**src/rtl/lizard_collision.sv**
```systemverilog
// Lizard wall/ledge probe and player overlap test, run once per frame tick.
// Optional LIZARD_LEDGE_TURN_EN adds a ground probe so the lizard turns at ledges.
module lizard_collision #(
    parameter int LIZ_W        = 32,
    parameter int LIZ_H        = 32,
    parameter int PLAYER_W     = 32,
    parameter int PLAYER_H     = 32,
    parameter int STOMP_MARGIN = 8,
    parameter int MAP_COLS     = 20,
    parameter int MAP_ROWS     = 15
) (
    input  logic        sim_clk,
    input  logic        reset,
    input  logic        tick,
    input  logic [31:0] lizardState,
    input  logic [9:0]  player_x,
    input  logic [9:0]  player_y,
    input  logic        player_falling,
    output logic [8:0]  tile_addr,
    input  logic        tile_solid,
    output logic [1:0]  lizardCol,
    output logic        lizardKillCol,
    output logic        player_hit,
    output logic        busy
);

    typedef enum logic [2:0] {IDLE, Q_TOP, Q_BOT, Q_GND, EVAL, DONE} state_t;

    function automatic logic [5:0] clamp_row(input logic [5:0] r);
        return (r >= 6'(MAP_ROWS)) ? 6'(MAP_ROWS - 1) : r;
    endfunction

    function automatic logic [5:0] clamp_col(input logic [5:0] c);
        return (c >= 6'(MAP_COLS)) ? 6'(MAP_COLS - 1) : c;
    endfunction

    function automatic logic [8:0] addr_of(input logic [5:0] r, input logic [5:0] c);
        return 9'(r * MAP_COLS + c);
    endfunction

    logic [10:0] w_x, w_y, w_spd, w_px, w_py, w_lx;
    logic        w_dir, w_offmap, w_ov, w_stomp, w_dead;
    logic [5:0]  w_col, w_rt, w_rb;
    logic        w_unused;

    assign w_x   = {1'b0, lizardState[31:22]};
    assign w_y   = {1'b0, lizardState[21:12]};
    assign w_spd = {6'b0, lizardState[11:7]};
    assign w_dir = lizardState[1];
    assign w_px  = {1'b0, player_x};
    assign w_py  = {1'b0, player_y};
    assign w_unused = ^{lizardState[6:2], lizardState[0]};

    assign w_lx = w_dir ? (w_x + w_spd + 11'(LIZ_W - 1)) : (w_x - w_spd);
    assign w_offmap = (!w_dir && (w_x < w_spd)) || (w_lx >= 11'(MAP_COLS * 32));
    assign w_col = clamp_col(6'(w_lx >> 5));
    assign w_rt  = clamp_row(6'(w_y >> 5));
    assign w_rb  = clamp_row(6'((w_y + 11'(LIZ_H - 1)) >> 5));

    // Strict overlap on both axes; 11-bit sums cannot wrap for 10-bit positions.
    assign w_ov = (w_px < w_x + 11'(LIZ_W)) && (w_px + 11'(PLAYER_W) > w_x) &&
                  (w_py < w_y + 11'(LIZ_H)) && (w_py + 11'(PLAYER_H) > w_y);
    assign w_stomp = w_ov && player_falling &&
                     (w_py + 11'(PLAYER_H - 1) < w_y + 11'(STOMP_MARGIN));

    logic r_killed;
    assign w_dead = r_killed || (w_spd == 11'd0);

    state_t     r_state;
    logic       r_wall, r_dir, r_kill_p, r_hit_p, r_dead;
    logic [8:0] r_addr_bot;
`ifdef LIZARD_LEDGE_TURN_EN
    logic [8:0] r_addr_gnd;
    logic       r_gnd_off;
    logic [5:0] w_rg_raw;
    assign w_rg_raw = 6'((w_y + 11'(LIZ_H)) >> 5);
`endif

    always_ff @(posedge sim_clk or negedge reset) begin
        if (!reset) begin
            r_state       <= IDLE;
            r_wall        <= 1'b0;
            r_dir         <= 1'b0;
            r_kill_p      <= 1'b0;
            r_hit_p       <= 1'b0;
            r_dead        <= 1'b0;
            r_killed      <= 1'b0;
            r_addr_bot    <= '0;
`ifdef LIZARD_LEDGE_TURN_EN
            r_addr_gnd    <= '0;
            r_gnd_off     <= 1'b0;
`endif
            tile_addr     <= '0;
            lizardCol     <= 2'b00;
            lizardKillCol <= 1'b0;
            player_hit    <= 1'b0;
            busy          <= 1'b0;
        end else begin
            lizardCol     <= 2'b00;
            lizardKillCol <= 1'b0;
            player_hit    <= 1'b0;
            case (r_state)
                IDLE: if (tick) begin
                    r_state    <= Q_TOP;
                    busy       <= 1'b1;
                    tile_addr  <= addr_of(w_rt, w_col);
                    r_addr_bot <= addr_of(w_rb, w_col);
                    // Off-map counts as solid; later ROM data can only OR into it.
                    r_wall     <= w_offmap;
                    r_dir      <= w_dir;
                    r_kill_p   <= w_stomp;
                    r_hit_p    <= w_ov && !w_stomp;
                    r_dead     <= w_dead;
`ifdef LIZARD_LEDGE_TURN_EN
                    r_addr_gnd <= addr_of(clamp_row(w_rg_raw), w_col);
                    r_gnd_off  <= (w_rg_raw >= 6'(MAP_ROWS));
`endif
                end
                Q_TOP: begin
                    r_state   <= Q_BOT;
                    tile_addr <= r_addr_bot;
                end
                Q_BOT: begin
                    r_wall <= r_wall | tile_solid;
`ifdef LIZARD_LEDGE_TURN_EN
                    r_state   <= Q_GND;
                    tile_addr <= r_addr_gnd;
`else
                    r_state   <= EVAL;
                    tile_addr <= '0;
`endif
                end
                Q_GND: begin
                    r_wall    <= r_wall | tile_solid;
                    r_state   <= EVAL;
                    tile_addr <= '0;
                end
                EVAL: begin
`ifdef LIZARD_LEDGE_TURN_EN
                    r_wall <= r_wall | (!tile_solid && !r_gnd_off);
`else
                    r_wall <= r_wall | tile_solid;
`endif
                    r_state <= DONE;
                end
                DONE: begin
                    r_state <= IDLE;
                    busy    <= 1'b0;
                    if (!r_dead) begin
                        lizardCol     <= r_dir ? {r_wall, 1'b0} : {1'b0, r_wall};
                        lizardKillCol <= r_kill_p;
                        player_hit    <= r_hit_p;
                        if (r_kill_p) r_killed <= 1'b1;
                    end
                end
                default: r_state <= IDLE;
            endcase
        end
    end

endmodule

```
**config.mk**
```make
export PLATFORM = sky130hd
export DESIGN_NAME = lizard_collision
export DESIGN_NICKNAME = d
export VERILOG_FILES = /design/src/rtl/lizard_collision.sv
export SDC_FILE = /design/constraint.sdc
export NUM_CORES = 1
export LEC_CHECK = 0
export CAP_MARGIN = 10
export CELL_PAD_IN_SITES_DETAIL_PLACEMENT = 1
export CELL_PAD_IN_SITES_GLOBAL_PLACEMENT = 1
export CORE_MARGIN = 10
export CORE_UTILIZATION = 44
export DETAILED_ROUTE_END_ITERATION = 6
export HOLD_SLACK_MARGIN = 0.15
export PLACE_DENSITY_LB_ADDON = 0.1
export SYNTH_ARGS = -nofsm -noshare
export SYNTH_HDL_FRONTEND = slang
export SYNTH_SLANG_ARGS = --single-unit
```
**constraint.sdc**
```tcl
create_clock -name sim_clk -period 3.38 [get_ports sim_clk]
set_input_delay 0.676 -clock sim_clk [delete_from_list [all_inputs] [get_ports sim_clk]]
set_output_delay 0.676 -clock sim_clk [all_outputs]
set_load 0.03 [all_outputs]
```
==> impl_metrics.json, run 1 <==
{
  "status": "aborted with a tool error",
  "stop_stage": "global routing (5_1_grt)",
  "error": "[ERROR DPL-0033] detailed placement checks failed during check placement.",
  "yosys_warnings": 0,
  "htree_levels": 2,
  "yosysSeqAreaShare_pct": 19.14,
  "start_util_pct": 45.27,
  "grt_repair_worst_endpoint": "r_addr_bot[7]$_DFFE_PN0P_/D",
  "synthCells": 507,
  "synth-compound-area-share_pct": 19.29,
  "antenna_found_initial": 0,
  "numClockSinks": 32,
  "synthAdderAreaFrac_pct": 28.60,
  "async_reset_ff_share_pct": 100.0,
  "rows": 35,
  "yosysMostFrequentCell": "ha_1",
  "holdBufCountCts": 0,
  "grt_max_degree": 33,
  "ys_types": 57,
  "synthTopCellsByArea": "ha_1 26%, dfrtp_1 19%, xnor2_1 6.3%",
  "syn_area_sq_um": 4183,
  "io-pin-count": 71,
  "synth_mux_area_share_pct": 0.2692,
  "die_width_um": 117.5,
  "cts_max_path_buffers": 2,
  "hpwl_mm": 11.90,
  "synth_top_family_by_area": "adder cells",
  "dp_slack_ns": -1.391,
  "ys_ff_latch": 32,
  "ys.flop_type": "dfrtp_1",
  "yosysTopAreaCell": "ha_1",
  "dieHeight_um": 117.5,
  "synth_xor_xnor_area_share_pct": 9.423,
  "cts_root_buf": "clkbuf_8",
  "numCtsBuffers": 5,
  "worstEndpointType": "sequential cell input",
  "post_dp_cell_area_sq_um": 5817,
  "synth_top_area_share_pct": 25.73,
  "gp_congestion": 0.8666,
  "yosys.area_share.simple_pct": 17.68,
  "synth_common_cells": "86 x ha_1, 57 x nand2_1, 50 x inv_1, 32 x dfrtp_1",
  "port-buffer-count": 64,
  "synth_edf_count": 0,
  "syn_area_per_cell_sq_um": 8.250
}
## cells by family after synthesis
family	after synthesis
AND/OR/NAND/NOR	154
adder cells (fa/ha/maj)	92
multiplexers	1
XOR/XNOR	45
AO/OA/AOI/OAI	121
other	1
flip-flops	32
buffers and inverters	61
## per-stage QoR
stage | std cells | util (%)
after CTS | 832 | 70.72
after detailed placement | 791 | 62.95
after global placement | 791 | 62.95
after floorplan | 511 | -
## what timing repair did
action,4_1_cts
resized for setup,145
buffers inserted,48
hold endpoints to repair,0
endpoints found under the setup margin,19
pin swaps,52
==> run 2, diff against run 1 <==
==> config.mk (replaced) <==
export PLATFORM = sky130hd
export DESIGN_NAME = lizard_collision
export DESIGN_NICKNAME = d
export VERILOG_FILES = /design/src/rtl/lizard_collision.sv
export SDC_FILE = /design/constraint.sdc
export NUM_CORES = 1
export LEC_CHECK = 0
export CAP_MARGIN = 10
export CORE_MARGIN = 10
export CORE_UTILIZATION = 30
export DETAILED_ROUTE_END_ITERATION = 6
export PLACE_DENSITY_LB_ADDON = 0.15
export SYNTH_ARGS = -nofsm -noshare
export SYNTH_HDL_FRONTEND = slang
export SYNTH_SLANG_ARGS = --single-unit
==> run 2 against run 1 <==
The flow now finishes, with violations (negative setup slack). Synthesized area did not move. Synthesized cell count did not move.
==> impl_metrics.json, run 2 <==
{
  "drt-pass1-iter-count": 4,
  "ys_types": 57,
  "gp_congestion": 0.8046,
  "grt_pass1_vias": 4381,
  "finalClockSkew_ns": 0.001879,
  "setup_violations": 9,
  "cts_root_buf": "clkbuf_16",
  "cts_max_path_buffers": 2,
  "status": "finished with violations",
  "via_per_inst": 4.745,
  "p_comb_share_pct": 57.1,
  "antenna_found_initial": 0,
  "finalWorstSetupSlack_ns": -0.3092,
  "holdBufCountCts": 0,
  "grt_usage_pct": 12.19,
  "slew_headroom_pct": 49.84,
  "synth_top_area_share_pct": 25.73,
  "pwr_density_cell_nw_per_um2": 402.6,
  "drv_slew": 0,
  "path_clk_slew_ns": 0.05,
  "io-pin-count": 71,
  "fin_util_pct": 47.86,
  "syn_area_per_cell_sq_um": 8.250,
  "htree_levels": 2,
  "nNetsFinal": 836,
  "synthCells": 507,
  "num_antenna_cells": 0,
  "hold_class": "reg -> reg",
  "max_cap_violations": 0,
  "yosysSeqAreaShare_pct": 19.14,
  "grt.overflow.total": 0,
  "max_freq_mhz": 271.1,
  "async_reset_ff_share_pct": 100.0,
  "ys_ff_latch": 32,
  "drt_wl_total_mm": 12.01,
  "whs_path_depth": 1,
  "numClockSinks": 32,
  "seq_power_share_pct": 24.0,
  "numCtsBuffers": 5,
  "worst_pin_slew_ns": 0.7496,
  "fin_crit_sh_pct": 109.1,
  "period_needed_ns": 3.689,
  "end_kind": "flop",
  "path_max_fanout": 3,
  "ys.flop_type": "dfrtp_1",
  "synthTopCellsByArea": "ha_1 26%, dfrtp_1 19%, xnor2_1 6.3%",
  "reg_top3": "r_addr_bot x9, tile_addr x9, r_state x3",
  "final_common_cell": "buf_4",
  "syn_area_sq_um": 4183,
  "synth_common_cells": "86 x ha_1, 57 x nand2_1, 50 x inv_1, 32 x dfrtp_1",
  "cp_data_required_time_ns": 3.52,
  "final_cells": 868,
  "power.internal_w": 0.001619,
  "yosysTopAreaCell": "ha_1",
  "rsz0062_at_grt": "yes",
  "grt_max_degree": 33,
  "grt_pass1_wl_mm": 20.36,
  "swShare_pct": 39.00,
  "vias": 4119,
  "cts_tree": "done",
  "post-place-cells": 841,
  "clkPwrFrac_pct": 18.9,
  "rows": 43,
  "routedWlPerCell_um": 13.84,
  "hpwl_mm": 10.03,
  "peakVddDrop_mv": 0.2819,
  "port-buffer-count": 64,
  "antenna_left": 0,
  "startpoint_type": "primary input",
  "crit_type": "in -> reg",
  "drt_first_iter_violations": 121,
  "arrival_ns": 3.83,
  "final_cell_mix": "108 x buf_4, 62 x ha_1, 54 x nand2_1, 49 x clkdlybuf4s50_1, 35 x inv_1",
  "core_area_sq_um": 13770,
  "drive_gt1_share_pct": 32.70,
  "reg2reg_depth": 7,
  "die_area_sq_um": 19070,
  "switchingPower_w": 0.001035,
  "synth_edf_count": 0,
  "final_hold_viol_count": 0,
  "violations": "negative setup slack",
  "area_delta_synth_final_pct": 57.58,
  "dieHeight_um": 138.1,
  "drcViolationCount": 0,
  "yosysMostFrequentCell": "ha_1",
  "yosys_warnings": 0,
  "die_width_um": 138.1,
  "leakage_nw": 3.083,
  "clock_latency_ns": 0.27,
  "start_util_pct": 30.37
}
-- run 2: cell counts after synthesis --
Identical to the previous run, type by type.
-- run 2: repair_timing --
item                       4_1_cts  5_1_grt
resized for setup              115       39
setup endpoints to repair       17       12
setup buffers                   10        9
pin swaps                       42       40
-- run 2: metrics by stage --
stage	setup TNS [ns]	power (W)	area, sq um	hold WS (ns)	setup slack [ns]
3_3_place_gp	-14.11	0.001975	5873	0.4504	-1.142
5_1_grt	-3.285	0.002889	6591	0.4932	-0.4491
2_1_floorplan	-2.623	0.001462	4329	0.3804	-0.4454
4_1_cts	-2.373	0.002618	6370	0.4739	-0.3540
3_5_place_dp	-14.81	0.002008	5873	0.4539	-1.221
6_report	-1.894	0.002654	6591	0.4633	-0.3092
-- run 2: cell families after synthesis --
logic type,synth area share (%)
and+or+nand+nor,17.68
AOI/OAI and AO/OA,19.29
adders and majority gates,28.60
buffers and inverters,5.504
xor gates and xnor gates,9.423
DFF,19.14
other,0.08965
muxes,0.2692
-- run 2: power by group through the flow --
stage	combinational [W]	sequential, W	clock [W]
2_1_floorplan	0.000741	0.000721	0
3_3_place_gp	0.00134	0.000637	0
3_5_place_dp	0.00136	0.000643	0
4_1_cts	0.00147	0.000638	0.000511
5_1_grt	0.00170	0.000663	0.000531
6_report	0.00151	0.000637	0.000503
-- run 2: final timing paths --
check,start,endpoint,slack [ns]
max in group asynchronous,reset,tile_addr[6]$_DFFE_PN0P_,2.27
min in group asynchronous,reset,lizardCol[0]$_DFF_PN0_,0.81
setup reg to reg,r_state[1]$_DFFE_PN0P_,r_hit_p$_DFFE_PN0P_,1.26
hold / removal,r_dir$_DFFE_PN0P_,lizardCol[0]$_DFF_PN0_,0.46
hold reg to reg,r_dir$_DFFE_PN0P_,lizardCol[0]$_DFF_PN0_,0.46
setup / recovery,lizardState[8],r_addr_bot[8]$_DFFE_PN0P_,-0.31
-- run 2: routing by layer --
layer / GRT usage (%) / routed length (um) / up-vias
met3: 1.712 / 352 / 9
met1: 15.36 / 5682 / 1922
met4: 1.998 / 126 / 0
met5: 0 / 0 / -
met2: 21.71 / 5848 / 58
li1: - / - / 2130
-- run 2: cell type report --
class	count	area [sq um]
clock buffer	6	128.9
clock inverter	2	35.03
inverter	52	225.2
multi-input combinational	418	3654
timing repair buffer	178	1523
tap	180	225.2
fill	1376	7182
sequential	32	800.8
-- run 2: worst max-delay path, cell delays in order --
cell	delay [ns]
buf_12	0.09
inv_12	0.03
ha_4	0.25
inv_2	0.04
ha_4	0.15
fa_2	0.37
a311oi_2	0.25
o21bai_1	0.12
a22oi_2	0.17
xnor2_2	0.11
nand2b_4	0.17
nor2_4	0.13
buf_6	0.12
ha_4	0.13
inv_2	0.04
fa_2	0.35
nor2b_1	0.12
o21ai_1	0.08
nand2b_1	0.12
nand3_2	0.10
xnor2_2	0.15
o21ai_1	0.06
No activity file was read; power rests on OpenSTA's default activity.
